===== src/rtl/uart_rx_fifo_pkg.sv =====
// Shared UART byte-buffer definitions: data width, default FIFO sizing and the
// per-cycle push/pop/drop decode used by the receive FIFO control logic.
package uart_rx_fifo_pkg;

    localparam int UART_DATA_W     = 8;
    localparam int FIFO_DEPTH_LOG2 = 4;
    localparam int FIFO_IRQ_LEVEL  = 4;

    typedef struct packed {
        logic push;
        logic pop;
        logic drop;
    } fifo_op_t;

    // A full FIFO still accepts a byte when the same cycle pops one; a pop on
    // an empty FIFO is ignored even if a byte is arriving in that cycle.
    function automatic fifo_op_t decode_op(
        input logic rx_done,
        input logic rd_en,
        input logic empty,
        input logic full
    );
        fifo_op_t op;
        op.pop  = rd_en && !empty;
        op.push = rx_done && (!full || op.pop);
        op.drop = rx_done && full && !op.pop;
        return op;
    endfunction

endpackage


===== src/rtl/uart_fifo_mem.sv =====
// Byte storage for the receive FIFO: one synchronous write port, one
// asynchronous read port, no reset on the array.
module uart_fifo_mem
    import uart_rx_fifo_pkg::*;
#(
    parameter int DEPTH_LOG2 = FIFO_DEPTH_LOG2
) (
    input  logic                   clk,
    input  logic                   wr_en,
    input  logic [DEPTH_LOG2-1:0]  wr_addr,
    input  logic [UART_DATA_W-1:0] wr_data,
    input  logic [DEPTH_LOG2-1:0]  rd_addr,
    output logic [UART_DATA_W-1:0] rd_data
);

    logic [UART_DATA_W-1:0] mem [2**DEPTH_LOG2];

    always_ff @(posedge clk) begin
        if (wr_en) begin
            mem[wr_addr] <= wr_data;
        end
    end

    assign rd_data = mem[rd_addr];

endmodule


===== src/rtl/uart_rx_fifo.sv =====
// Receive-side FWFT byte buffer between the UART receiver and the register
// block; holds pointers, occupancy, sticky overrun and the interrupt decode.
module uart_rx_fifo
    import uart_rx_fifo_pkg::*;
#(
    parameter int DEPTH_LOG2 = FIFO_DEPTH_LOG2,
    parameter int IRQ_LEVEL  = FIFO_IRQ_LEVEL
) (
    input  logic                   clk,
    input  logic                   reset_n,
    input  logic                   rx_done,
    input  logic [UART_DATA_W-1:0] rx_data,
    input  logic                   rd_en,
    input  logic                   clr_ovr,
    output logic [UART_DATA_W-1:0] rd_data,
    output logic                   empty,
    output logic                   full,
    output logic [DEPTH_LOG2:0]    level,
    output logic                   overrun,
    output logic                   irq
);

    localparam int                  DEPTH    = 2**DEPTH_LOG2;
    localparam logic [DEPTH_LOG2:0] FULL_LVL = (DEPTH_LOG2+1)'(DEPTH);
    localparam logic [DEPTH_LOG2:0] IRQ_LVL  = (DEPTH_LOG2+1)'(IRQ_LEVEL);
    localparam logic [DEPTH_LOG2:0] LVL_ONE  = (DEPTH_LOG2+1)'(1);
    localparam logic [DEPTH_LOG2-1:0] PTR_ONE = DEPTH_LOG2'(1);

    logic [DEPTH_LOG2-1:0]  wr_ptr_q;
    logic [DEPTH_LOG2-1:0]  rd_ptr_q;
    logic [DEPTH_LOG2:0]    level_q;
    logic                   overrun_q;
    logic [UART_DATA_W-1:0] mem_rd_data;
    fifo_op_t               op;

    assign empty = (level_q == '0);
    assign full  = (level_q == FULL_LVL);
    assign op    = decode_op(rx_done, rd_en, empty, full);

    uart_fifo_mem #(
        .DEPTH_LOG2 (DEPTH_LOG2)
    ) u_mem (
        .clk     (clk),
        .wr_en   (op.push),
        .wr_addr (wr_ptr_q),
        .wr_data (rx_data),
        .rd_addr (rd_ptr_q),
        .rd_data (mem_rd_data)
    );

    always_ff @(posedge clk or negedge reset_n) begin
        if (!reset_n) begin
            wr_ptr_q <= '0;
            rd_ptr_q <= '0;
        end else begin
            if (op.push) begin
                wr_ptr_q <= wr_ptr_q + PTR_ONE;
            end
            if (op.pop) begin
                rd_ptr_q <= rd_ptr_q + PTR_ONE;
            end
        end
    end

    // Occupancy is tracked separately from the pointers so full and empty
    // are unambiguous when the pointers coincide.
    always_ff @(posedge clk or negedge reset_n) begin
        if (!reset_n) begin
            level_q <= '0;
        end else begin
            case ({op.push, op.pop})
                2'b10:   level_q <= level_q + LVL_ONE;
                2'b01:   level_q <= level_q - LVL_ONE;
                default: level_q <= level_q;
            endcase
        end
    end

    // A drop in the same cycle as clr_ovr keeps the flag set.
    always_ff @(posedge clk or negedge reset_n) begin
        if (!reset_n) begin
            overrun_q <= 1'b0;
        end else if (op.drop) begin
            overrun_q <= 1'b1;
        end else if (clr_ovr) begin
            overrun_q <= 1'b0;
        end
    end

    assign rd_data = empty ? '0 : mem_rd_data;
    assign level   = level_q;
    assign overrun = overrun_q;
    assign irq     = (level_q >= IRQ_LVL) || overrun_q;

endmodule

===== config.mk =====
export PLATFORM = sky130hd
export DESIGN_NAME = uart_rx_fifo
export DESIGN_NICKNAME = d
export VERILOG_FILES = /design/src/rtl/uart_rx_fifo_pkg.sv /design/src/rtl/uart_fifo_mem.sv /design/src/rtl/uart_rx_fifo.sv
export SDC_FILE = /design/constraint.sdc
export NUM_CORES = 1
export LEC_CHECK = 0
export ABC_AREA = 1
export BUFFER_PORTS_ARGS = -buffer_cell sky130_fd_sc_hd__buf_2
export CAP_MARGIN = 15
export CELL_PAD_IN_SITES_DETAIL_PLACEMENT = 1
export CELL_PAD_IN_SITES_GLOBAL_PLACEMENT = 1
export CORE_ASPECT_RATIO = 2
export CORE_MARGIN = 4
export CORE_UTILIZATION = 44
export DETAILED_ROUTE_END_ITERATION = 7
export GPL_ROUTABILITY_DRIVEN = 0
export GPL_TIMING_DRIVEN = 0
export HOLD_SLACK_MARGIN = 0.12
export PLACE_DENSITY_LB_ADDON = 0.15
export SLEW_MARGIN = 10
export SYNTH_ARGS = -nofsm -noshare
export SYNTH_HDL_FRONTEND = slang
export SYNTH_HIERARCHICAL = 1
export SYNTH_SLANG_ARGS = --single-unit

===== constraint.sdc =====
create_clock -name clk -period 2.2 [get_ports clk]
set_input_delay 0.22 -clock clk [delete_from_list [all_inputs] [get_ports clk]]
set_output_delay 0.22 -clock clk [all_outputs]
set_load 0.01 [all_outputs]

# After elaboration in Yosys (flattened, before gate mapping)
# Memories as Yosys holds them, arrays and structs flattened.
# Index checks and enable logic that the tools add are counted.
dict set report word_totals {
  register_bits 14
  latchBits 0
  mem_bits_rw 128
  mem_bits_ro 0
  out_inout_bits 17
  wordCells 31
  mem_count 1
}
# name depth word_bits read_ports rd_ports_with_merged_regs wr line
set mem_list {}
lappend mem_list {u_mem.mem 16 8 1 0 1 uart_fifo_mem.sv:16} ;# logic [UART_DATA_W-1:0] mem [2**DEPTH_LOG2];
dict set report op_classes {
  add_sub_neg 4
  mul 0
  n_div 0
  magnitude_cmp 1
  eq_ne 3
  shifts 0
  mux 6
  bitwise_logic 0
  reduce_logical 12
}
# op count
set ops {}
lappend ops {{5-bit case mux with 2 select lines} 1}
lappend ops {{4-bit by 1-bit adder with 4-bit output, second input constant} 2}
lappend ops {{8-bit 2-to-1 mux} 1}
lappend ops {{5-bit by 1-bit adder with 5-bit output, second input constant} 1}
lappend ops {{5-bit == test, second input constant} 1}
lappend ops {{5-bit by 3-bit >= comparator with 1-bit output, second input constant} 1}
lappend ops {{5-bit logical NOT} 1}
lappend ops {{5-bit by 1-bit subtractor with 5-bit output, second input constant} 1}
lappend ops {{1-bit logical AND} 4}
lappend ops {{1-bit 2-to-1 mux} 4}
lappend ops {{2-bit nonzero test} 2}
lappend ops {{1-bit logical NOT} 3}
lappend ops {{2-bit by 1-bit == test with 1-bit output, second input constant} 1}
lappend ops {{2-bit == test, second input constant} 1}
lappend ops {{1-bit logical OR} 2}

# Depth between registers and ports, before layout
dict set report depth {
  word_depth 7
  ltp_mapped 17
  depth_no_buf 16
}

# Cells and area by module
# The synthesis kept the hierarchy.
# mod n_inst cells_each area_each_um2 seq_area_each_um2
set by_module_without_submodules {}
lappend by_module_without_submodules {uart_fifo_mem 1 543 5606.6 3843.7}
lappend by_module_without_submodules {uart_rx_fifo 1 118 924.6 350.3}

# Worst setup path before layout
# No wires, ideal clock.
dict set report synth_timing {
  path_kind {register -> register}
  from {reg level_q[2], in the netlist level[2]}
  to {reg level_q[4], in the netlist level[4]}
  t_arrival_ns 2.024
  slack_ns 0.058
  path_stages_with_launch 18
  period_less_slack_ns 2.142
  path_cell_list {dfrtp_1 nor2_4 nand3_4 nand2_4 inv_4 ha_1 buf_2 nand2_1 inv_1 nor2_1 ha_1 inv_1 nand2_1 nand3_1 nand2_1 nand2_1 nand3_1 nand2_1}
}
# item line
set synth_rtl {}
lappend synth_rtl {{from (decl)} uart_rx_fifo.sv:31} ;# logic [DEPTH_LOG2:0] level_q;
lappend synth_rtl {{from (signal assigned)} uart_rx_fifo.sv:72} ;# 2'b10: level_q <= level_q + LVL_ONE;
lappend synth_rtl {{from (signal assigned)} uart_rx_fifo.sv:73} ;# 2'b01: level_q <= level_q - LVL_ONE;
lappend synth_rtl {{from (signal assigned)} uart_rx_fifo.sv:74} ;# default: level_q <= level_q;

# Final worst setup path
dict set report layout_timing {
  from {reg rd_ptr_q[0]}
  to {out rd_data[0]}
}
dict set report layout_via {
  elab_chain_len 2
}
# item line
set layout_lines {}
lappend layout_lines {{from (decl)} uart_rx_fifo.sv:30} ;# logic [DEPTH_LOG2-1:0] rd_ptr_q;
lappend layout_lines {{from (signal assigned)} uart_rx_fifo.sv:60} ;# rd_ptr_q <= rd_ptr_q + PTR_ONE;
lappend layout_lines {{memory 16 x 8 bit} -}
lappend layout_lines {{via mem_rd_data[0]} uart_rx_fifo.sv:33} ;# logic [UART_DATA_W-1:0] mem_rd_data;
lappend layout_lines {{8-bit 2-to-1 mux} uart_rx_fifo.sv:90} ;# assign rd_data = empty ? '0 : mem_rd_data;
lappend layout_lines {{to (decl)} uart_rx_fifo.sv:15} ;# output logic [UART_DATA_W-1:0] rd_data,
# The timed path passes the listed nets, and every way through them passes these cells.

==> impl_metrics.env <==
export IMPL_critical_path_peak_fanout=10
export IMPL_clk_path_buf_depth=2
export IMPL_finalCriticalPeriod_ns=2.204
export IMPL_cp_data_required_time_ns=1.98
export IMPL_first_global_vias=5110
export IMPL_die_area_sq_um=16980
export IMPL_worstSetupStartpointType="flip-flop"
export IMPL_drive_gt1_frac=0.1946
export IMPL_pre_antenna_drt_iters=5
export IMPL_area_of_the_mapped_netlist_sq_um=6531
export IMPL_fillers=1634
export IMPL_finalSetupViolations=1
export IMPL_power_leakage_nw=3.481
export IMPL_post_dp_hpwl_microns=13380
export IMPL_status="finished with violations"
export IMPL_cts_root_buffer_cell="sky130_fd_sc_hd__clkbuf_16"
export IMPL_tritoncts_num_buffers=17
export IMPL_whs_ns=0.1560
export IMPL_globalRoute_totalOverflow=0
export IMPL_synth_area_top_cells="sky130_fd_sc_hd__edfxtp_1 (59%), sky130_fd_sc_hd__nand2_1 (12%), sky130_fd_sc_hd__nand3_1 (8.2%), sky130_fd_sc_hd__inv_1 (7.0%), sky130_fd_sc_hd__dfrtp_1 (5.4%)"
export IMPL_area_delta_synth_final_pct=19.41
export IMPL_layout_worst_path_cycle_share=1.002
export IMPL_setup_slack_ns=-0.004263
export IMPL_failed_checks="setup timing"
export IMPL_drv_max_cap_violation_count=0
export IMPL_grt_antenna_before_repair=0
export IMPL_postSynthCellCount=661
export IMPL_cp_data_arrival_time_ns=1.98
export IMPL_number_of_design_rule_violations_left_by_the_first_detailed_router_iteration=318
export IMPL_cts_sink_count=142
export IMPL_core_sq_um=14430
export IMPL_upper_clock_frequency_limit_mhz=453.7
export IMPL_grt_first_pass_wirelength_microns=28400
export IMPL_floorplan_die_width_microns=94.15
export IMPL_cts_htree_levels=4
export IMPL_row_count=62
export IMPL_crit_path_end_kind="output port"
export IMPL_worst_slew_margin_rel=0.4662
export IMPL_yosys_area_top_type_share=0.5885
export IMPL_worstSkewPairLatency_ns=0.43
export IMPL_wire_per_inst_microns=20.32
export IMPL_power_per_cell_area_nw_per_um2=1366
export IMPL_fin_total_pwr_mw=10.66
export IMPL_design_final_nets=740
export IMPL_routed_via_count=4816
export IMPL_syn_nets=679
export IMPL_boundaryPins=30
export IMPL_timing_final_hold_violations=0
export IMPL_seq_area_frac_synth=0.6421
export IMPL_worst_setup_hold_path_clk_slew_ns=0.06
export IMPL_finClkSkew_ns=0.01373
export IMPL_slew_violations=0
export IMPL_global_routing_usage_summed_across_all_routing_layers=0.2338
export IMPL_wl_microns=18840
export IMPL_cts_tree="yes"
export IMPL_yosys_cell_types_count=25
export IMPL_hold_wc_path_type="input port to flip-flop"
export IMPL_multiInputGateArea_sq_um=1814
export IMPL_vias_per_cell=5.195
export IMPL_hold_depth=4
export IMPL_worstMarginPinSlew_ns=0.7978
export IMPL_synth_seq_cells=142
export IMPL_die_h_microns=180.3
export IMPL_regArea_sq_um=4200
export IMPL_worstSetupPathType="flip-flop to output port"
export IMPL_portBuffers=29
export IMPL_reg2reg_depth=16
export IMPL_final_antenna_net_count=0
export IMPL_power_ir_vdd_worst_mv=0.7650
export IMPL_most_common_layout_cells="sky130_fd_sc_hd__nand2_1 (210), sky130_fd_sc_hd__edfxtp_1 (128), sky130_fd_sc_hd__inv_1 (120), sky130_fd_sc_hd__nand3_1 (95), sky130_fd_sc_hd__buf_2 (30)"
export IMPL_yosys_warnings=6
export IMPL_diodes=0
export IMPL_drc_errors=0
export IMPL_postSynthAreaPerCell_sq_um=9.881
export IMPL_leading_cell_type_in_the_layout_fill_and_taps_excluded="sky130_fd_sc_hd__nand2_1"
export IMPL_initial_utilization=0.4527
export IMPL_post_synth_top_area_cell="sky130_fd_sc_hd__edfxtp_1"
export IMPL_unrepaired_setup_endpoints_after_global_routing="true"
export IMPL_grt_max_degree=17
layout make-up:
type | count | area share
Sequential cell | 142 | 0.5386
Multi-Input combinational cell | 369 | 0.2326
Inverter | 125 | 0.06193
Clock buffer | 19 | 0.05808
Timing Repair Buffer | 43 | 0.03305
Buffer | 24 | 0.03129
Tap cell | 192 | 0.03080
Clock inverter | 13 | 0.01364
critical path, cell delays in order, from the launching register on:
cell,delay (ns)
sky130_fd_sc_hd__dfrtp_2,0.46
sky130_fd_sc_hd__buf_12,0.17
sky130_fd_sc_hd__buf_6,0.15
sky130_fd_sc_hd__nand2_1,0.07
sky130_fd_sc_hd__nand3_1,0.10
sky130_fd_sc_hd__nand3_1,0.16
sky130_fd_sc_hd__nand3_1,0.13
sky130_fd_sc_hd__nand2_1,0.10
sky130_fd_sc_hd__nand2_1,0.05
sky130_fd_sc_hd__inv_1,0.05
sky130_fd_sc_hd__buf_2,0.12
Yosys cell counts:
cell type                    n
sky130_fd_sc_hd__a21oi_1     1
sky130_fd_sc_hd__xnor2_2     1
sky130_fd_sc_hd__nand2_4     1
sky130_fd_sc_hd__buf_1       1
sky130_fd_sc_hd__buf_2      14
sky130_fd_sc_hd__nand2_2     1
sky130_fd_sc_hd__o21ai_0     4
sky130_fd_sc_hd__xor2_1      1
sky130_fd_sc_hd__nand3_1   107
sky130_fd_sc_hd__inv_2       3
sky130_fd_sc_hd__inv_4       1
sky130_fd_sc_hd__buf_6       6
sky130_fd_sc_hd__nor2_1     21
sky130_fd_sc_hd__o21ai_4     1
sky130_fd_sc_hd__xnor2_1     6
sky130_fd_sc_hd__buf_4       4
sky130_fd_sc_hd__o21ai_1     1
sky130_fd_sc_hd__dfrtp_1    14
sky130_fd_sc_hd__inv_1     121
sky130_fd_sc_hd__nand2_1   212
sky130_fd_sc_hd__ha_1        5
sky130_fd_sc_hd__edfxtp_1  128
sky130_fd_sc_hd__nand3b_1    3
sky130_fd_sc_hd__nand3_4     2
sky130_fd_sc_hd__nor2_4      2
state kept, by name (all words and copies together), names as in the netlist:
name       flops
wr_ptr_q       4
level          5
rd_ptr_q       4
u_mem/mem    128
overrun        1
cell families (layout without fill, tap and decap cells):
kind of cell             Yosys count  count (layout)  share of synthesized area
adder cells (fa/ha/maj)            5               5                   0.009579
XOR/XNOR                           8               8                    0.01188
AO/OA/AOI/OAI                      7               7                   0.007087
buffers and inverters            150             224                    0.09847
flip-flops                       142             142                     0.6421
AND/OR/NAND/NOR                  349             349                     0.2308
metrics by stage:
stage          std cells  area [sq um]    util   TNS [ns]  setup WS [ns]
2_1_floorplan        661          6531       -          0        0.05837
3_3_place_gp         882          6917  0.4794    -0.3714        -0.2538
3_5_place_dp         882          6917  0.4794     -2.043        -0.3452
4_1_cts              923          7656  0.5306    -0.1262        -0.1183
5_1_grt              927          7799  0.5405    -0.5024       -0.09537
6_report             927          7799  0.5405  -0.004263      -0.004263
report_power, final:
part           switching (mW)  internal (mW)  leakage [nW]
combinational            2.88           1.56          1.89
clock                    1.16           1.52         0.267
sequential              0.240           3.30          1.32
total                    4.28           6.37          3.48
worst paths after layout:
path / slack [ns] / from / to
worst max-delay path: -0.004 / rd_ptr_q[0] / rd_data[0]
max in group asynchronous: 1.67 / reset_n / level[2]
worst min register to register: 0.54 / rd_ptr_q[2] / rd_ptr_q[2]
worst min-delay path: 0.16 / rd_en / rd_ptr_q[1]
min in group asynchronous: 0.24 / reset_n / rd_ptr_q[1]
worst max register to register: 0.11 / level[2] / level[4]
metal layers:
metal  global-route usage  up-vias  wire length (microns)
li1                     -     2235                      -
met1               0.2323     2367                   6245
met2               0.4274      151                  10570
met3              0.04053       63                    716
met4               0.1551        0                   1305
met5                    0        -                      0
repair_timing:
action,4_1_cts,5_1_grt
setup buffers,6,5
endpoints found under the hold margin,15,0
setup endpoints to repair,51,104
pin swaps,4,5
resized for setup,37,29
hold buffers,3,0
Power figures use the tool's default switching activity.
